==> config.mk <==
export PLATFORM = sky130hd
export DESIGN_NAME = if_stage_sequencer
export DESIGN_NICKNAME = d
export VERILOG_FILES = /design/src/rtl/if_stage_sequencer.sv
export SDC_FILE = /design/constraint.sdc
export NUM_CORES = 1
export LEC_CHECK = 0
export CORE_MARGIN = 2
export CORE_UTILIZATION = 48
export CTS_CLUSTER_SIZE = 12
export DETAILED_ROUTE_END_ITERATION = 10
export HOLD_SLACK_MARGIN = 0.15
export PLACE_DENSITY = 0.79
export SLEW_MARGIN = 20
export SYNTH_ARGS = -nofsm -noshare
export SYNTH_HDL_FRONTEND = slang
export SYNTH_SLANG_ARGS = --single-unit
export TNS_END_PERCENT = 50
==> constraint.sdc <==
create_clock -name clk -period 2.5 [get_ports clk]
set_input_delay 0.625 -clock clk [delete_from_list [all_inputs] [get_ports clk]]
set_output_delay 0.625 -clock clk [all_outputs]
set_load 0.005 [all_outputs]
==> src/rtl/if_stage_sequencer.sv <==
// if_stage_sequencer: instruction-fetch sequencer.
// Owns the PC, issues instruction-memory fetches, and drives the IF/ID register.
// The PC follows jump and branch redirects from the ID-stage controller.
// A one-entry skid buffer holds a word that returns while the pipe is stalled.
// Optional build macro IF_PERF_CNT_EN adds fetch and flush event counters.
module if_stage_sequencer #(
  parameter logic [31:0] RESET_PC = 32'h0000_0000,
  parameter logic [31:0] NOP_INST = 32'h0000_0000
) (
  input  logic        clk,
  input  logic        rst,
  input  logic        stall,
  input  logic        is_jump,
  input  logic [31:0] j_next_pc,
  input  logic        is_branch,
  input  logic [31:0] branch_target,
  input  logic        flush,
  output logic        imem_req,
  output logic [31:0] imem_addr,
  input  logic        imem_ready,
  input  logic [31:0] imem_rdata,
  output logic [31:0] pc,
  output logic        ifid_valid,
  output logic [31:0] ifid_inst,
  output logic [31:0] ifid_pc4
`ifdef IF_PERF_CNT_EN
  ,
  output logic [31:0] perf_fetch_cnt,
  output logic [31:0] perf_flush_cnt
`endif
);

  typedef enum logic [0:0] {
    S_FETCH = 1'b0,
    S_HOLD  = 1'b1
  } state_e;

  state_e      state_q, state_d;
  logic [31:0] pc_q, pc_d;
  logic        ifid_valid_q, ifid_valid_d;
  logic [31:0] ifid_inst_q, ifid_inst_d;
  logic [31:0] ifid_pc4_q, ifid_pc4_d;
  logic [31:0] skid_inst_q, skid_inst_d;
  logic [31:0] skid_pc4_q, skid_pc4_d;

  logic        redirect;
  logic [31:0] redirect_pc;
  logic [31:0] pc_plus4;
  logic        load_valid;
  logic        flush_evt;

  // A stall masks redirects: the comparator operands in ID are not final yet.
  assign redirect    = !stall && (is_jump || is_branch);
  assign redirect_pc = is_jump ? j_next_pc : branch_target;
  assign pc_plus4    = pc_q + 32'd4;

  assign imem_req   = (state_q == S_FETCH) && !rst;
  assign imem_addr  = pc_q;
  assign pc         = pc_q;
  assign ifid_valid = ifid_valid_q;
  assign ifid_inst  = ifid_inst_q;
  assign ifid_pc4   = ifid_pc4_q;

  // State, PC, IF/ID and skid registers
  always_ff @(posedge clk) begin
    if (rst) begin
      state_q      <= S_FETCH;
      pc_q         <= RESET_PC;
      ifid_valid_q <= 1'b0;
      ifid_inst_q  <= NOP_INST;
      ifid_pc4_q   <= 32'd0;
      skid_inst_q  <= NOP_INST;
      skid_pc4_q   <= 32'd0;
    end else begin
      state_q      <= state_d;
      pc_q         <= pc_d;
      ifid_valid_q <= ifid_valid_d;
      ifid_inst_q  <= ifid_inst_d;
      ifid_pc4_q   <= ifid_pc4_d;
      skid_inst_q  <= skid_inst_d;
      skid_pc4_q   <= skid_pc4_d;
    end
  end

  // Next-state: stall > redirect > flush > ready > wait-state bubble
  always_comb begin
    state_d      = state_q;
    pc_d         = pc_q;
    ifid_valid_d = ifid_valid_q;
    ifid_inst_d  = ifid_inst_q;
    ifid_pc4_d   = ifid_pc4_q;
    skid_inst_d  = skid_inst_q;
    skid_pc4_d   = skid_pc4_q;
    load_valid   = 1'b0;
    flush_evt    = 1'b0;
    case (state_q)
      S_FETCH: begin
        if (stall) begin
          // Park a returning word so the request can drop until release
          if (imem_ready) begin
            skid_inst_d = imem_rdata;
            skid_pc4_d  = pc_plus4;
            state_d     = S_HOLD;
          end
        end else if (redirect) begin
          pc_d         = redirect_pc;
          ifid_valid_d = 1'b0;
          ifid_inst_d  = NOP_INST;
          ifid_pc4_d   = 32'd0;
          flush_evt    = 1'b1;
        end else if (flush) begin
          ifid_valid_d = 1'b0;
          ifid_inst_d  = NOP_INST;
          ifid_pc4_d   = 32'd0;
          flush_evt    = 1'b1;
        end else if (imem_ready) begin
          pc_d         = pc_plus4;
          ifid_valid_d = 1'b1;
          ifid_inst_d  = imem_rdata;
          ifid_pc4_d   = pc_plus4;
          load_valid   = 1'b1;
        end else begin
          ifid_valid_d = 1'b0;
          ifid_inst_d  = NOP_INST;
          ifid_pc4_d   = 32'd0;
        end
      end
      S_HOLD: begin
        if (stall) begin
          state_d = S_HOLD;
        end else if (redirect) begin
          pc_d         = redirect_pc;
          ifid_valid_d = 1'b0;
          ifid_inst_d  = NOP_INST;
          ifid_pc4_d   = 32'd0;
          flush_evt    = 1'b1;
          state_d      = S_FETCH;
        end else if (flush) begin
          ifid_valid_d = 1'b0;
          ifid_inst_d  = NOP_INST;
          ifid_pc4_d   = 32'd0;
          flush_evt    = 1'b1;
          state_d      = S_FETCH;
        end else begin
          pc_d         = pc_plus4;
          ifid_valid_d = 1'b1;
          ifid_inst_d  = skid_inst_q;
          ifid_pc4_d   = skid_pc4_q;
          load_valid   = 1'b1;
          state_d      = S_FETCH;
        end
      end
      default: state_d = S_FETCH;
    endcase
  end

`ifdef IF_PERF_CNT_EN
  logic [31:0] fetch_cnt_q, flush_cnt_q;

  // Event counters; wrap naturally at 2^32
  always_ff @(posedge clk) begin
    if (rst) begin
      fetch_cnt_q <= 32'd0;
      flush_cnt_q <= 32'd0;
    end else begin
      if (load_valid) fetch_cnt_q <= fetch_cnt_q + 32'd1;
      if (flush_evt)  flush_cnt_q <= flush_cnt_q + 32'd1;
    end
  end

  assign perf_fetch_cnt = fetch_cnt_q;
  assign perf_flush_cnt = flush_cnt_q;
`else
  logic unused_evt;
  assign unused_evt = load_valid ^ flush_evt;
`endif

endmodule

Word level (Yosys, flattened, before mapping)
Cells that the tools add are included.
Operators by class
  bitwise gates (word level): 1
  equality and inequality tests: 5
  add/subtract/negate cells: 1
  muxes and demuxes: 36
  reductions and logical operators: 8
Operators with widths (count)
  32-bit 2-to-1 mux: 22
  32-bit case mux with 2 select lines: 3
  32-bit by 3-bit adder with 32-bit output (second input constant): 1
  1-bit 2-to-1 mux: 9
  3-bit != test (second input constant): 2
  5-bit AND reduction: 1
  2-bit != test (second input constant): 2
  1-bit case mux with 2 select lines: 2
  3-bit by 2-bit != test with 1-bit output (second input constant): 1
  3-bit AND reduction: 1
  1-bit logical AND: 2
  1-bit logical NOT: 2
  2-bit AND reduction: 1
  1-bit logical OR: 1
  1-bit inverter: 1
Word-level totals
  register bits: 162
  word-level logic and storage cells: 58

Longest topological paths before layout
  depth in word-level cells: 6
  mapped depth: 9

Worst setup path before layout
No wires, ideal clock.
  path kind: input -> register
  start point: input is_jump
  end point: register ifid_pc4_q[26], in the netlist ifid_pc4[26]
  data arrival time: 2060 ps
  stages on the path: 8
  data required time: 2405 ps
  setup time: 95 ps
  setup slack: 345 ps
  path buffers: 4
  cell sequence: clkbuf_1 > o21bai_1 > clkbuf_8 > and3_1 > buf_2 > clkbuf_1 > a21oi_1 > a221oi_1
Between the ends
  cells in the longest elaborated chain, start to end: 5
  elaborated cells on any way between the ends: 7
  those cells by class: mux: 5; reduce/logical: 2
Ends and longest elaborated chain
  from (decl): line 13  | input logic is_jump,
  1-bit logical OR *: line 53  | assign redirect = !stall && (is_jump || is_branch);
  1-bit logical AND *: line 53
  32-bit 2-to-1 mux (on tied branches): line 131, 105
  32-bit 2-to-1 mux (on tied branches): line 129, 98
  32-bit case mux with 2 select lines *: line 96  | case (state_q)
  to (signal assigned): line 79  | ifid_pc4_q <= ifid_pc4_d;
  to (decl): line 42  | logic [31:0] ifid_pc4_q, ifid_pc4_d;
Every way passes the cells marked *; elsewhere a longest branch is shown, timed or not. The select of a mux whose other input is x is not followed.
A chain may end at the register's enable or synchronous reset.

Final worst setup path
  start point: register pc_q[7], in the netlist imem_addr[7]
  end point: register ifid_pc4_q[26], in the netlist ifid_pc4[26]
Between the ends
  cells in the longest elaborated chain, start to end: 6
Ends and longest elaborated chain
  from (decl): line 39  | logic [31:0] pc_q, pc_d;
  from (signal assigned): line 76  | pc_q <= pc_d;
  32-bit by 3-bit adder with 32-bit output: line 55  | assign pc_plus4 = pc_q + 32'd4;
  32-bit 2-to-1 mux: line 116  | end else if (imem_ready) begin
  32-bit 2-to-1 mux: line 111  | end else if (flush) begin
  32-bit 2-to-1 mux: line 105  | end else if (redirect) begin
  32-bit 2-to-1 mux: line 98  | if (stall) begin
  32-bit case mux with 2 select lines: line 96
Every way passes these cells. The select of a mux whose other input is x is not followed.

==> out/metrics.csv <==
stage;metric;value;unit
power;switching part of the total;0.244;
floorplanning;row cnt;47;
placed_design;DP HPWL;16600;microns
route;Avg Vias per Cell;5.76;
clocking;# hold bufs at CTS;0;
sta;Pins Over Slew Limit;0;
sta;slew margin rel.;0.501;
clocking;worst skew pair latency;0.43;ns
clocking;CTS Sinks;162;
setup_path;WP depth;5;
setup_path;Worst EP arrival;2.59;ns
yosys;Top FF cell, synth;dfxtp_1;
setup_path;sum of buffers and inverters on the critical path;0;
setup_path;slowest stage delay, CP;0.53;ns
sta;Finish-stage setup viols;0;
global_routing;GRT Total Usage;0.267;
yosys;top-area cell type share of the netlist area;0.404;
sta;Max Clock Freq;442;MHz
final_layout;Non-Filler Instances;1379;
global_routing;initial antenna violation count;1;
min_path;worst hold stages;2;
route;drt drc;0;
route;Initial DRC Count;746;
setup_path;Crit Path Class;flop to flop;
yosys;Netlist cell types;60;
route;DRT antenna net count;0;
yosys;Syn. warnings;0;
yosys;sequential area share after synthesis;0.404;
yosys;most frequent cell after synthesis;dfxtp_1;
yosys;syn nets;1078;
flow_run;maxcap violations;0;
sta;clock skew;0.00674;ns
yosys;Cells after Synth;974;
placed_design;dpl cells;1346;
sta;final-report hold violation count;0;
power;Pwr per Cell Area;621;mW/mm^2
global_routing;vias in the first global route;7433;
route;WL per Instance;17.4;microns
power;VDD IR max;0.000545;V
placed_design;Port Buffer Count;232;
power;sw power;1.67;mW
global_routing;total grt overflow;0;
yosys;asr flop ratio synth;0;
global_routing;first-pass GRT wire length;38300;microns
route;Detailed Routing Iterations Pass 1;5;
floorplanning;initial core utilization;0.487;
clocking;CTS tree;yes;
sta;Worst-Margin Slew;0.749;ns
setup_path;Top Family by Delay on Critical Path;simple AND/OR/NAND/NOR gates;
final_layout;Area growth, synth to finish;36.9;%
min_path;Hold Crit Class;flop to flop;
route;total number of vias;7941;
setup_path;Setup crit end kind;flop;
power;sequential power share;0.421;
clocking;clk slew on worst S/H paths;0.06;ns
sta;hold slack;0.456;ns
route;WL final;24000;microns
floorplanning;Chip Width;133;microns
clocking;cts bufs inserted;17;
floorplanning;I/O pin count;233;
floorplanning;Die Area;0.0178;sq mm
power;Gate power share;0.160;
yosys;syn_area_per_cell;8.24;sq um
setup_path;critical path cell sequence;and3_1, nand4_2, nor4_1, o21ai_0, a221oi_1;
yosys;number of synthesized flops with an enable pin;0;
clocking;Clock Tree Root;clkbuf_16;
clocking;Clock Path Buffers;2;
setup_path;WP data required;2.82;ns
power;Power Total;6.83;mW
setup_path;crit start category;flop;
yosys;cell taking the most area after synthesis;dfxtp_1;
power;Clock power frac;0.419;
global_routing;pin count of the biggest net entering global routing;154;
run_status;status;completed;
clocking;CTS H-tree lvls;4;
sta;Final period util;0.905;
yosys;#FFs+latches synth;162;
floorplanning;core area;0.0165;sq mm
final_layout;# nets final;1249;
setup_path;depth of the most critical reg-to-reg path;5;
final_layout;# fillers;1349;
clocking;Setup Buffers After CTS;0;
floorplanning;die height;133;microns
sta;Final Critical Period;2.26;ns
yosys;synth top area cells;dfxtp_1 (40%), a221oi_1 (5.5%), nor3_1 (5.2%), a211oi_1 (5.1%), nor2_1 (4.8%);
setup_path;CP max-delay cell;nor4_1;
power;Cell Int Power;5.16;mW
power;Leak;3.92;nW
yosys;list of most frequent post-synthesis cells;dfxtp_1 (162), nor2_1 (103), nand2_1 (96), nor3_1 (84), a21oi_1 (67);
yosys;Synth Cell Area;0.00802;sq mm
setup_path;crit path max fanout;12;
final_layout;share of cells above drive strength 1;0.0889;
placed_design;gpl congestion;0.933;
metal layers:
layer / share of wire / wire length (microns) / track usage / vias to the layer above
met5: 0 / 0 / 0 / -
met4: 0.027 / 647 / 0.0981 / 0
met3: 0.072 / 1720 / 0.0556 / 45
met2: 0.49 / 11800 / 0.450 / 329
met1: 0.41 / 9800 / 0.338 / 3756
li1: - / - / - / 3811
area by class of cell:
cell class | count | area (sq um) | share of cell area
Multi-Input combinational cell | 674 | 4050 | 0.368
Sequential cell | 162 | 3240 | 0.295
Timing Repair Buffer | 274 | 2710 | 0.247
Clock buffer | 22 | 464 | 0.0423
Tap cell | 220 | 275 | 0.0251
Clock inverter | 10 | 180 | 0.0164
Inverter | 16 | 60.1 | 0.00547
Antenna cell | 1 | 2.50 | 0.000228
flip-flops by register name, indices dropped and copies added (netlist names):
signal       flops
ifid_inst       32
ifid_pc4        32
imem_addr       32
skid_inst_q     32
skid_pc4_q      32
ifid_valid       1
state_q          1
through the flow:
stage,util,instance area [sq um],setup WS (ns),TNS [ns]
2_1_floorplan,-,8020,0.345,0
3_3_place_gp,0.627,10300,0.155,0
6_report,0.667,11000,0.237,0
5_1_grt,0.667,11000,-0.0123,-0.0123
4_1_cts,0.666,11000,0.242,0
3_5_place_dp,0.627,10300,0.106,0
what timing repair did:
item,CTS,global route
setup endpoints to repair,0,1
gates resized for setup,0,1
endpoints found under the hold margin,0,0
worst min-delay path, delay by kind of cell (launching register included):
kind	cells	cell delay, ns
flip-flops	1	0.31
AND/OR/NAND/NOR	1	0.05
AO/OA/AOI/OAI	1	0.05
kinds of logic after synthesis:
logic type / count (synthesis) / share of synthesized area
buf+inv: 138 / 0.0944
simple gates: 386 / 0.235
compound gates: 235 / 0.205
fa+ha+maj: 1 / 0.00156
mux: 16 / 0.0206
xor+xnor: 36 / 0.0393
flops: 162 / 0.404
final timing paths:
| kind | start | end | slack, ns |
|---|---|---|---|
| max | imem_addr[7]$_SDFFE_PP0P_ | ifid_pc4[26]$_SDFFE_PP0P_ | 0.24 |
| min | skid_inst_q[5]$_SDFFE_PP0P_ | skid_inst_q[5]$_SDFFE_PP0P_ | 0.46 |
| max reg2reg | imem_addr[7]$_SDFFE_PP0P_ | ifid_pc4[26]$_SDFFE_PP0P_ | 0.24 |
| min reg2reg | skid_inst_q[5]$_SDFFE_PP0P_ | skid_inst_q[5]$_SDFFE_PP0P_ | 0.46 |
cell usage in the layout (no fill, tap or decap), types with 15 or more instances in the layout:
| cell type | Yosys | final |
|---|---|---|
| a211oi_1 | 54 | 54 |
| a21oi_1 | 67 | 67 |
| a221oi_1 | 50 | 50 |
| buf_4 | 34 | 36 |
| clkbuf_16 | 0 | 17 |
| clkdlybuf4s50_1 | 0 | 229 |
| dfxtp_1 | 162 | 162 |
| inv_1 | 16 | 15 |
| nand2_1 | 96 | 95 |
| nand3_1 | 15 | 15 |
| nor2_1 | 103 | 103 |
| nor2b_1 | 24 | 24 |
| nor3_1 | 84 | 84 |
| o21ai_0 | 23 | 23 |
| xnor2_1 | 19 | 19 |
| xor2_1 | 17 | 17 |
power by group through the flow:
stage | registers (mW) | logic [mW] | clock network (mW)
floorplan | 2.90 | 0.561 | 0
global placement | 2.92 | 1.07 | 0
detailed placement | 2.93 | 1.09 | 0
CTS | 2.87 | 1.10 | 2.89
global route | 2.89 | 1.18 | 3.01
finish | 2.87 | 1.09 | 2.86
Power figures use the tool's default switching activity.
